File: config.mk
export PLATFORM = sky130hd
export DESIGN_NAME = booth_mac_accumulator_flat
export DESIGN_NICKNAME = d
export VERILOG_FILES = /design/src/rtl/booth_mac_pkg.sv /design/src/rtl/booth_mac_accumulator_if.sv /design/src/rtl/acc_sat_adder.sv /design/src/rtl/booth_mac_accumulator.sv /design/src/flat_wrapper.sv
export SDC_FILE = /design/constraint.sdc
export NUM_CORES = 1
export LEC_CHECK = 0
export ABC_AREA = 0
export CAP_MARGIN = 20
export CORE_MARGIN = 2
export CORE_UTILIZATION = 55
export DETAILED_ROUTE_END_ITERATION = 6
export DONT_BUFFER_PORTS = 1
export HOLD_SLACK_MARGIN = 0.03
export PLACE_DENSITY = 0.79
export SETUP_SLACK_MARGIN = 0.1
export SYNTH_ARGS = -nofsm -noshare
export SYNTH_HDL_FRONTEND = slang
export SYNTH_SLANG_ARGS = --single-unit
File: constraint.sdc
create_clock -name clk -period 4.2 [get_ports clk]
set_input_delay 0.84 -clock clk [delete_from_list [all_inputs] [get_ports clk]]
set_output_delay 0.84 -clock clk [all_outputs]
set_load 0.005 [all_outputs]
File: src/rtl/booth_mac_pkg.sv
// Shared types and constants for the Booth MAC accumulator datapath.
package booth_mac_pkg;

  typedef enum logic [1:0] {
    IDLE  = 2'd0,
    ACCUM = 2'd1,
    DONE  = 2'd2
  } state_e;

  localparam int DEF_PROD_W = 64;
  localparam int DEF_ACC_W  = 72;
  localparam int DEF_CNT_W  = 8;

  // Wide enough for any practical accumulator; callers truncate to ACC_W bits.
  localparam int SAT_W = 256;

  function automatic logic [SAT_W-1:0] sat_max(input int accW);
    return (SAT_W'(1) << (accW - 1)) - SAT_W'(1);
  endfunction

  function automatic logic [SAT_W-1:0] sat_min(input int accW);
    return SAT_W'(1) << (accW - 1);
  endfunction

endpackage

File: src/rtl/booth_mac_accumulator_if.sv
// Product-in / result-out handshake bundle for the Booth MAC accumulator.
interface booth_mac_accumulator_if #(
  parameter int PROD_W = 64,
  parameter int ACC_W  = 72,
  parameter int CNT_W  = 8
);
  logic                     start;
  logic [CNT_W-1:0]         len;
  logic                     prod_valid;
  logic signed [PROD_W-1:0] prod;
  logic                     prod_ready;
  logic                     acc_valid;
  logic                     acc_ready;
  logic signed [ACC_W-1:0]  acc_out;
  logic                     busy;
  logic                     overflow;

  modport master (
    output start, len, prod_valid, prod, acc_ready,
    input  prod_ready, acc_valid, acc_out, busy, overflow
  );

  modport slave (
    input  start, len, prod_valid, prod, acc_ready,
    output prod_ready, acc_valid, acc_out, busy, overflow
  );
endinterface

File: src/rtl/acc_sat_adder.sv
// Signed accumulator adder with overflow detect; clamps on overflow when
// BOOTH_MAC_SATURATE_EN is defined, otherwise wraps.
module acc_sat_adder
  import booth_mac_pkg::*;
#(
  parameter int ACC_W = DEF_ACC_W
) (
  input  logic signed [ACC_W-1:0] i_acc,
  input  logic signed [ACC_W-1:0] i_addend,
  output logic signed [ACC_W-1:0] o_sum,
  output logic                    o_ovf
);
  logic signed [ACC_W-1:0] w_raw;

  assign w_raw = i_acc + i_addend;
  assign o_ovf = (i_acc[ACC_W-1] == i_addend[ACC_W-1]) &&
                 (w_raw[ACC_W-1] != i_acc[ACC_W-1]);

`ifdef BOOTH_MAC_SATURATE_EN
  // Overflow direction follows the (shared) operand sign.
  always_comb begin
    o_sum = w_raw;
    if (o_ovf) begin
      o_sum = i_acc[ACC_W-1] ? ACC_W'(sat_min(ACC_W)) : ACC_W'(sat_max(ACC_W));
    end
  end
`else
  assign o_sum = w_raw;
`endif

endmodule

File: src/rtl/booth_mac_accumulator.sv
// Sums a programmed run of signed Booth products, then offers the total on a
// valid/ready port. Define BOOTH_MAC_SATURATE_EN for clamping instead of wrap.
module booth_mac_accumulator
  import booth_mac_pkg::*;
#(
  parameter int PROD_W = DEF_PROD_W,
  parameter int ACC_W  = DEF_ACC_W,
  parameter int CNT_W  = DEF_CNT_W
) (
  input  logic                       clk,
  input  logic                       rst_n,
  booth_mac_accumulator_if.slave     bus
);
  state_e                  r_state;
  state_e                  w_nextState;
  logic signed [ACC_W-1:0] r_acc;
  logic signed [ACC_W-1:0] w_prodExt;
  logic signed [ACC_W-1:0] w_sum;
  logic [CNT_W-1:0]        r_remaining;
  logic                    r_overflow;
  logic                    w_ovf;
  logic                    w_startAccept;
  logic                    w_prodAccept;

  assign w_startAccept = (r_state == IDLE) && bus.start;
  assign w_prodAccept  = (r_state == ACCUM) && bus.prod_valid;
  assign w_prodExt     = ACC_W'($signed(bus.prod));

  acc_sat_adder #(.ACC_W(ACC_W)) u_adder (
    .i_acc    (r_acc),
    .i_addend (w_prodExt),
    .o_sum    (w_sum),
    .o_ovf    (w_ovf)
  );

  always_ff @(posedge clk or negedge rst_n) begin
    if (!rst_n) begin
      r_state <= IDLE;
    end else begin
      r_state <= w_nextState;
    end
  end

  // Result port only exposes the sum in DONE so it reads 0 elsewhere.
  always_comb begin
    w_nextState    = r_state;
    bus.prod_ready = 1'b0;
    bus.acc_valid  = 1'b0;
    bus.acc_out    = '0;
    bus.busy       = 1'b1;
    case (r_state)
      IDLE: begin
        bus.busy = 1'b0;
        if (bus.start) begin
          w_nextState = (bus.len == '0) ? DONE : ACCUM;
        end
      end
      ACCUM: begin
        bus.prod_ready = 1'b1;
        if (bus.prod_valid && (r_remaining == CNT_W'(1))) begin
          w_nextState = DONE;
        end
      end
      DONE: begin
        bus.acc_valid = 1'b1;
        bus.acc_out   = r_acc;
        if (bus.acc_ready) begin
          w_nextState = IDLE;
        end
      end
      default: w_nextState = IDLE;
    endcase
  end

  always_ff @(posedge clk or negedge rst_n) begin
    if (!rst_n) begin
      r_acc       <= '0;
      r_remaining <= '0;
      r_overflow  <= 1'b0;
    end else if (w_startAccept) begin
      r_acc       <= '0;
      r_remaining <= bus.len;
      r_overflow  <= 1'b0;
    end else if (w_prodAccept) begin
      r_acc       <= w_sum;
      r_remaining <= r_remaining - CNT_W'(1);
      if (w_ovf) begin
        r_overflow <= 1'b1;
      end
    end
  end

  assign bus.overflow = r_overflow;

endmodule
File: src/flat_wrapper.sv
// flat-port wrapper written by rule: the top's interface ports become plain ports
module booth_mac_accumulator_flat import booth_mac_pkg::*;
#(
  parameter int PROD_W = DEF_PROD_W,
  parameter int ACC_W  = DEF_ACC_W,
  parameter int CNT_W  = DEF_CNT_W
)
  (clk, rst_n, bus_start, bus_len, bus_prod_valid, bus_prod, bus_acc_ready, bus_prod_ready, bus_acc_valid, bus_acc_out, bus_busy, bus_overflow);
  booth_mac_accumulator_if #(.PROD_W(PROD_W), .ACC_W(ACC_W), .CNT_W(CNT_W)) bus_i ();
  input  logic clk;
  input  logic rst_n;
  input wire logic [$bits(bus_i.start)-1:0] bus_start;
  input wire logic [$bits(bus_i.len)-1:0] bus_len;
  input wire logic [$bits(bus_i.prod_valid)-1:0] bus_prod_valid;
  input wire logic [$bits(bus_i.prod)-1:0] bus_prod;
  input wire logic [$bits(bus_i.acc_ready)-1:0] bus_acc_ready;
  output wire logic [$bits(bus_i.prod_ready)-1:0] bus_prod_ready;
  output wire logic [$bits(bus_i.acc_valid)-1:0] bus_acc_valid;
  output wire logic [$bits(bus_i.acc_out)-1:0] bus_acc_out;
  output wire logic [$bits(bus_i.busy)-1:0] bus_busy;
  output wire logic [$bits(bus_i.overflow)-1:0] bus_overflow;
  assign bus_i.start = bus_start;
  assign bus_i.len = bus_len;
  assign bus_i.prod_valid = bus_prod_valid;
  assign bus_i.prod = bus_prod;
  assign bus_i.acc_ready = bus_acc_ready;
  assign bus_prod_ready = bus_i.prod_ready;
  assign bus_acc_valid = bus_i.acc_valid;
  assign bus_acc_out = bus_i.acc_out;
  assign bus_busy = bus_i.busy;
  assign bus_overflow = bus_i.overflow;
  booth_mac_accumulator #(.PROD_W(PROD_W), .ACC_W(ACC_W), .CNT_W(CNT_W)) u_core (.clk(clk), .rst_n(rst_n), .bus(bus_i));
endmodule
==> qor.yml, run 1 <==
status: "finished, final reports clean"
areaGrowthSynthToFinish_pct: 4.63
portBuffers: 0
fp.dieH_um: 125
synth.top_cell.area_share_pct: 26.0
critPathRequiredTime_ns: 4.45
finalCritPeriodShare_pct: 85.2
grt_max_degree: 84
place.gp.congestion: 0.971
ys_ff_latch: 83
routedWlPerCell_um: 18.0
finalPower_uw: 5700
synthXorXnorAreaFrac_pct: 6.46
cts-resized-gates: 0
drv_slew: 0
route.vias.total: 7459
ys.warnings.count: 0
grt_pass1_vias: 7084
drt-initial-drc-count: 678
critical-path-top-delay-family: "compound AO/OA/AOI/OAI gates"
synth_area_leaders: "dfrtp_1, ha_1, nand2_1"
path_clk_slew_ns: 0.07
yosysMostFrequentCell: "nand2_1"
nNetsFinal: 1148
io-pin-count: 153
core_sq_um: 14400
synthSimpleGateAreaFrac_pct: 23.9
worst-path-stages: 12
synth_top_area_cell: "dfrtp_1"
criticalPathCategory: "primary input to register"
max_slew_margin_pct: 41.7
critical_path_arrival_ns: 3.83
seq_area_frac_synth_pct: 26.0
cp_slowest_stage_delay_ns: 0.44
ant_nets: 0
synth_top_family_by_area: "compound AO/OA/AOI/OAI gates"
maxCapViolations: 0
antennaDiodeCount: 0
reg2reg_to: "u_core.r_acc[68]"
clk_latency_ns: 0.36
num_rows: 44
rsz0062_at_grt: "false"
end_kind: "register"
syn_area_per_cell_sq_um: 7.78
cp-start-kind: "primary input"
grt_pass1_wl_um: 35600
root_buffer: "clkbuf_16"
crit_buf_inv: 0
syn_nets: 1180
grt.total_usage_pct: 27.5
ys_async_sr_fraction_pct: 100
worst_r2r_path_depth: 12
crit_fanout: 4
grt_overflow: 0
cts_max_level: 3
leakage_uw: 0.00387
synthFlopType: "dfrtp_1"
synth.top_cells.by_count: "nand2_1, o21ai_0, a21oi_1, dfrtp_1, and2_1"
clock-sinks: 83
antenna_found_initial: 0
first_pass_iters: 5
hold_viol_final: 0
drive_above_1_share_pct: 5.19
syn-cell-area_sq_um: 8000
r2r_start: "u_core.r_acc[0]"
max_clock_freq_mhz: 280
cts_hold_buf: 0
tns_ns: 0
setup_viol: 0
synth_edf_count: 0
dp.final_hpwl_um: 16100
synth_fa_ha_area_share_pct: 11.7
drc: 0
slowest_stage: "fa_1"
fin_worst_skew_ns: 0.0111
muxShareOfSynthArea_pct: 0.250
die_w_um: 125
period_minus_slack_ns: 3.58
cts_buffer_depth: 2
cts_buffers: 9
worst_pin_slew_ns: 0.872
wirelength_um: 21300
ir_worst_vdd_v: 0.000447
hp-class: "primary input to async pin"
synth.distinct_cells: 70
synth_compound_area_share_pct: 28.0
tritoncts: "built"
die_area_sq_um: 15500
viasPerCell: 6.29
crit_chain: "ha_1 -> fa_1 -> a211o_1 -> a2111oi_4 -> nor4_1 -> nor3_2 -> o31ai_2 -> a41oi_2 -> o21ai_2 -> o21ai_0 -> mux2i_1 -> nand2_1"
final_core_util_pct: 58.3
cts_setup_buffers: 0
syn-instance-count: 1029
power_density_nw_per_um2: 681
initial_core_util_pct: 55.7
regToRegSetupSlack_ns: 0.70
power by group:
group / internal, uW / total [uW] / switching (uW) / leakage [uW]
Combinational: 1390 / 3550 / 2160 / 0.00267
Sequential: 1120 / 1390 / 268 / 0.00107
Clock: 411 / 760 / 349 / 0.000130
registers in the layout, summed over array words and instances (netlist names):
register and count:
u_core.r_acc 72, u_core.r_remaining 8, u_core.r_state 2, u_core.bus.overflow 1
layout by cell type, fill, tap and decap left out, types with 5 or more instances in the layout:
cell type  Yosys  layout
a211oi_1       7       7
a21o_1        44      44
a21oi_1       87      87
a31oi_1       10      10
and2_1        80      80
and3_1        10      10
buf_4          0       7
clkbuf_16      0       9
dfrtp_1       83      83
ha_1          73      73
inv_1         28      28
nand2_1      137     136
nand3_1       20      20
nand4_1       26      26
nor2_1        57      56
nor2b_1        7       6
nor3_1        16      16
o211ai_1       6       6
o21a_1         8       8
o21ai_0      100     100
o21ai_1        6       6
o21bai_1      13      13
o31ai_1        7       7
or2_2          9       9
or3_1          5       5
xnor2_1       26      26
xor2_1        33      33
metrics by stage:
step	setup WS, ns	cells	cell area, sq um	hold WS, ns
2_1_floorplan	0.642	1029	8000	0.466
3_3_place_gp	0.313	1170	8100	0.482
3_5_place_dp	0.244	1170	8100	0.493
4_1_cts	0.621	1185	8370	0.168
5_1_grt	0.420	1185	8370	0.169
6_report	0.624	1185	8370	0.176
final cells by class:
cell class	instances	area, sq um
clock buffers	10	239
multi-input cells	868	5640
well taps	184	230
clock inverters	5	30.0
fillers	1301	6000
flip-flops and latches	83	2080
repair buffers	7	52.6
inverters	28	105
layer usage:
| metal | routed length (um) | track usage (%) | up-vias |
|---|---|---|---|
| met3 | 1430 | 5.54 | 30 |
| li1 | - | - | 3655 |
| met5 | 0 | 0 | - |
| met1 | 9920 | 37.9 | 3513 |
| met4 | 389 | 9.45 | 0 |
| met2 | 9580 | 43.1 | 261 |
cell families after synthesis:
logic type / Yosys count
AO/OA/AOI/OAI: 347
buffers and inverters: 78
XOR/XNOR: 59
AND/OR/NAND/NOR: 386
flip-flops: 83
adder cells (fa/ha/maj): 74
multiplexers: 2
worst max path at each step:
stage	startpoint	to	slack [ns]
2_1_floorplan	bus_prod[0]	u_core.r_acc[56]	0.64
3_3_place_gp	bus_prod[0]	u_core.r_acc[68]	0.31
3_5_place_dp	bus_prod[0]	u_core.r_acc[68]	0.24
4_1_cts	bus_prod[0]	u_core.r_acc[68]	0.62
5_1_grt	bus_prod[0]	u_core.r_acc[68]	0.42
6_report	bus_prod[0]	u_core.r_acc[68]	0.62
Power figures use the tool's default switching activity.
==> run 2, diff against run 1 <==
- ABC_AREA: 0 -> not set
- CORE_MARGIN: 2 -> 1.5
==> run 2 against run 1 <==
  * Flip-flop and latch count is the same
  * Register-to-register slack about the same
  * Non-clock buffer count stayed put
  * Global-route usage rose by 1.1 points
  * Highest routed layer unchanged
  * Critical path type unchanged
==> qor.yml, run 2 (synthesized netlist as in run 1, its figures left out) <==
mostFrequentLayoutCells: "nand2_1, o21ai_0, a21oi_1"
fin_worst_skew_ns: 0.0115
routedWlPerCell_um: 18.3
antenna_found_initial: 0
crit_buf_inv: 0
cts-resized-gates: 0
biggestRegsByFlops: "u_core.r_acc: 72 flops, u_core.r_remaining: 8 flops, u_core.r_state: 2 flops"
max_clock_freq_mhz: 279
finalCritPeriodShare_pct: 85.5
drt-initial-drc-count: 559
wirelength_um: 21600
cts_buffer_depth: 2
die_area_sq_um: 15300
critPathRequiredTime_ns: 4.44
grt.total_usage_pct: 28.5
nNetsFinal: 1148
grt_pass1_vias: 6972
layout_commonest_cell: "nand2_1"
seqCellArea_sq_um: 2080
cts_buffers: 9
ir_worst_vdd_v: 0.000494
slowest_stage: "a2111oi_4"
ant_nets: 0
reg2reg_to: "u_core.r_acc[56]"
cts_max_level: 3
areaGrowthSynthToFinish_pct: 5.32
timing.critical_path.from: "bus_prod[0]"
max_slew_margin_pct: 31.3
criticalPathCategory: "primary input to register"
antennaDiodeCount: 0
fin_area_sq_um: 8430
clk_latency_ns: 0.36
dp.final_hpwl_um: 16100
power_density_nw_per_um2: 696
critical-path-top-delay-family: "compound AO/OA/AOI/OAI gates"
worst_pin_slew_ns: 1.03
setup_viol: 0
place.gp.congestion: 0.996
drv_slew: 0
path_clk_slew_ns: 0.07
end_kind: "register"
regToRegSetupSlack_ns: 0.69
hp-class: "primary input to async pin"
dp.cells: 1166
cp-start-kind: "primary input"
rsz0062_at_grt: "false"
grt_pass1_wl_um: 34600
route.vias.total: 7552
setup_slack_ns: 0.610
cp_slowest_stage_delay_ns: 0.44
grt_max_degree: 84
leakage_uw: 0.00390
largest_reg_flops: 72
critical_path_arrival_ns: 3.83
instances_no_fill: 1180
cts_setup_buffers: 0
io-pin-count: 153
drc: 0
r2r_start: "u_core.r_acc[0]"
root_buffer: "clkbuf_16"
fill_cells: 1277
worst_r2r_path_depth: 12
tritoncts: "built"
initial_core_util_pct: 57.0
tns_ns: 0
post-place-ws_ns: 0.270
status: "finished, final reports clean"
drive_above_1_share_pct: 5.00
num_rows: 43
portBuffers: 0
viasPerCell: 6.40
core_sq_um: 14000
crit_fanout: 4
top_register: "u_core.r_acc"
crit_top_cell: "o21ai_1"
post_dp_cell_area_sq_um: 8110
die_w_um: 124
first_pass_iters: 5
maxCapViolations: 0
crit_chain: "ha_1 -> fa_1 -> a211o_1 -> a2111oi_4 -> nor4_1 -> nor3_2 -> o31ai_2 -> a41oi_2 -> o21ai_1 -> a31oi_1 -> xor2_1 -> o21ai_1"
multi_input_area_sq_um: 5640
clock-sinks: 83
grt_overflow: 0
cts_hold_buf: 0
period_minus_slack_ns: 3.59
hold_viol_final: 0
fp.dieH_um: 124
## run 2: cell types whose count changed in the layout (fill, tap and decap cells not counted)
cell        delta
clkbuf_1       +1
bufinv_16      +2
clkbuf_8       +1
clkinv_2       -3
buf_12         +1
buf_4          -1
clkinvlp_4     -2
## run 2: layer usage
metal	share of wire, %	up-vias	GRT usage (%)	wire [um]
li1	-	3651	-	-
met1	47	3551	41.4	10100
met2	43	312	43.3	9410
met3	7.9	38	5.31	1710
met4	2.0	0	8.19	429
met5	0	-	0	0
## run 2: metrics by stage
step                hold WS [ns]  total power, uW  util [%]
finish                     0.180             5860      60.0
global route               0.167             6360      60.0
CTS                        0.168             5830      60.0
detailed placement         0.491             4920      57.8
global placement           0.482             4850      57.8
floorplan                  0.466             4090         -
## run 2: power by group
part	internal, uW	switching, uW	leakage (uW)	total [uW]
logic	1400	2180	0.00268	3590
registers	1130	270	0.00107	1390
clock network	547	334	0.000155	881
total	3080	2790	0.00390	5860
## run 2: final cells by class
class | instances | area share, %
inverter | 28 | 1.25
multi-input combinational | 868 | 66.9
clock buffer | 12 | 3.04
clock inverter | 2 | 0.713
tap | 180 | 2.67
timing repair buffer | 7 | 0.772
sequential | 83 | 24.6
## run 2: worst max-delay path by stage
stage                            end  cells past startpoint  slack [ns]
floorplan           u_core.r_acc[56]                     12        0.64
detailed placement  u_core.r_acc[56]                     12        0.27
CTS                 u_core.r_acc[56]                     12        0.65
global placement    u_core.r_acc[68]                     12        0.35
global route        u_core.r_acc[62]                     12        0.38
finish              u_core.r_acc[56]                     12        0.61
==> run 3, diff against run 2 <==
- PLACE_DENSITY: 0.79 -> 0.7
- SETUP_SLACK_MARGIN: 0.1 -> not set
==> run 3 against run 2 <==
  * Global-route usage is 0.67 points higher
  * Largest power group unchanged
  * Final cell count stayed put
  * Critical endpoint unchanged
  * Critical path depth stayed put
  * Non-clock buffer count is 2 lower
  * Critical path type unchanged
==> qor.yml, run 3 (synthesized netlist as in run 1, its figures left out) <==
status: "finished, final reports clean"
die_area_sq_um: 15300
grt_pass1_wl_um: 35100
r2r_start: "u_core.r_acc[0]"
grt_pass1_vias: 7004
drv_slew: 0
critical-path-top-delay-family: "compound AO/OA/AOI/OAI gates"
cts-resized-gates: 0
timing.critical_path.from: "bus_prod[0]"
end_kind: "register"
clk_latency_ns: 0.35
grt_overflow: 0
worst_pin_slew_ns: 0.994
fin_area_sq_um: 8460
core_sq_um: 14000
io-pin-count: 153
place.gp.congestion: 0.962
areaGrowthSynthToFinish_pct: 5.69
crit_top_cell: "o21ai_1"
initial_core_util_pct: 57.0
crit_buf_inv: 0
max_slew_margin_pct: 33.5
critical_path_arrival_ns: 3.87
num_rows: 43
period_minus_slack_ns: 3.64
drc: 0
post_dp_cell_area_sq_um: 8100
fp.dieH_um: 124
cp-start-kind: "primary input"
hold_viol_final: 0
slowest_stage: "a2111oi_4"
critPathRequiredTime_ns: 4.43
crit_fanout: 4
root_buffer: "clkbuf_16"
tns_ns: 0
max_clock_freq_mhz: 275
portBuffers: 0
biggestRegsByFlops: "u_core.r_acc: 72 flops, u_core.r_remaining: 8 flops, u_core.r_state: 2 flops"
dp.cells: 1164
criticalPathCategory: "primary input to register"
drt-initial-drc-count: 660
tritoncts: "built"
whs_ns: 0.182
cts_max_level: 3
grt.total_usage_pct: 29.2
cts_buffers: 9
mostFrequentLayoutCells: "nand2_1, o21ai_0, a21oi_1"
first_pass_iters: 5
layout_commonest_cell: "nand2_1"
largest_reg_flops: 72
antennaDiodeCount: 0
maxCapViolations: 0
cts_buffer_depth: 2
antenna_found_initial: 0
setup_viol: 0
finalCritPeriodShare_pct: 86.6
instances_no_fill: 1180
fin_worst_skew_ns: 0.00730
viasPerCell: 6.40
nNetsFinal: 1146
drive_above_1_share_pct: 5.10
rsz0062_at_grt: "false"
ant_nets: 0
path_clk_slew_ns: 0.06
route.vias.total: 7548
cp_slowest_stage_delay_ns: 0.46
leakage_uw: 0.00392
ir_worst_vdd_v: 0.000649
wirelength_um: 22000
top_register: "u_core.r_acc"
hp-class: "primary input to async pin"
cts_hold_buf: 0
clock-sinks: 83
power_density_nw_per_um2: 702
dp.final_hpwl_um: 16500
crit_chain: "ha_1 -> fa_1 -> a211o_1 -> a2111oi_4 -> nor4_1 -> nor3_2 -> o31ai_2 -> a41oi_2 -> o21ai_1 -> a31oi_1 -> xor2_1 -> o21ai_1"
cts_setup_buffers: 0
die_w_um: 124
grt_max_degree: 84
final_core_util_pct: 60.2
routedWlPerCell_um: 18.6
[run 3: cell count changes in the layout (fill, tap and decap cells not counted)]
cell and delta:
buf_4 -2, bufinv_16 +1, clkbuf_1 -1, clkbuf_8 +1
clkinv_2 +1
[run 3: routing by layer]
| metal | share of wire [%] | vias to the layer above | track usage (%) |
|---|---|---|---|
| met5 | 0 | - | 0 |
| met4 | 1.6 | 0 | 9.20 |
| met3 | 6.4 | 24 | 5.17 |
| met2 | 45 | 246 | 46.1 |
| met1 | 47 | 3623 | 40.7 |
| li1 | - | 3655 | - |
[run 3: worst paths after layout]
path,to,slack (ns),cells after the start
max in group asynchronous,u_core.r_remaining[2],3.85,0
worst max register to register,u_core.r_acc[56],0.63,12
worst min register to register,u_core.r_acc[44],0.50,2
worst min-delay path,u_core.r_acc[30],0.18,0
min in group clk,u_core.r_acc[44],0.50,2
worst max-delay path,u_core.r_acc[56],0.56,12
[run 3: final cells by class]
class / instances / area, sq um
clock buffer: 12 / 267
clock inverter: 4 / 95.1
timing repair buffer: 5 / 50.0
inverter: 28 / 105
tap: 180 / 225
multi-input combinational: 868 / 5640
sequential: 83 / 2080
fill: 1325 / 5590
[run 3: worst reg2reg max path, cell delays in order, from the launching register on]
cell	delay [ns]
dfrtp_1	0.41
ha_1	0.22
fa_1	0.44
a211o_1	0.34
a2111oi_4	0.46
nor4_1	0.14
nor3_2	0.26
o31ai_2	0.14
a41oi_2	0.39
o21ai_1	0.17
a31oi_1	0.23
xor2_1	0.18
o21ai_1	0.07
[run 3: report_power, final]
group / switching, uW / internal, uW / total [uW] / leakage (uW)
combinational: 2200 / 1390 / 3590 / 0.00267
clock: 336 / 629 / 965 / 0.000179
sequential: 264 / 1130 / 1390 / 0.00107
total: 2800 / 3140 / 5940 / 0.00392
[run 3: stage by stage]
stage / total power [uW] / setup WS (ns)
final: 5940 / 0.565
after global routing: 6450 / 0.347
after CTS: 5930 / 0.590
after detailed placement: 4930 / 0.267
after global placement: 4890 / 0.330
after floorplan: 4090 / 0.642
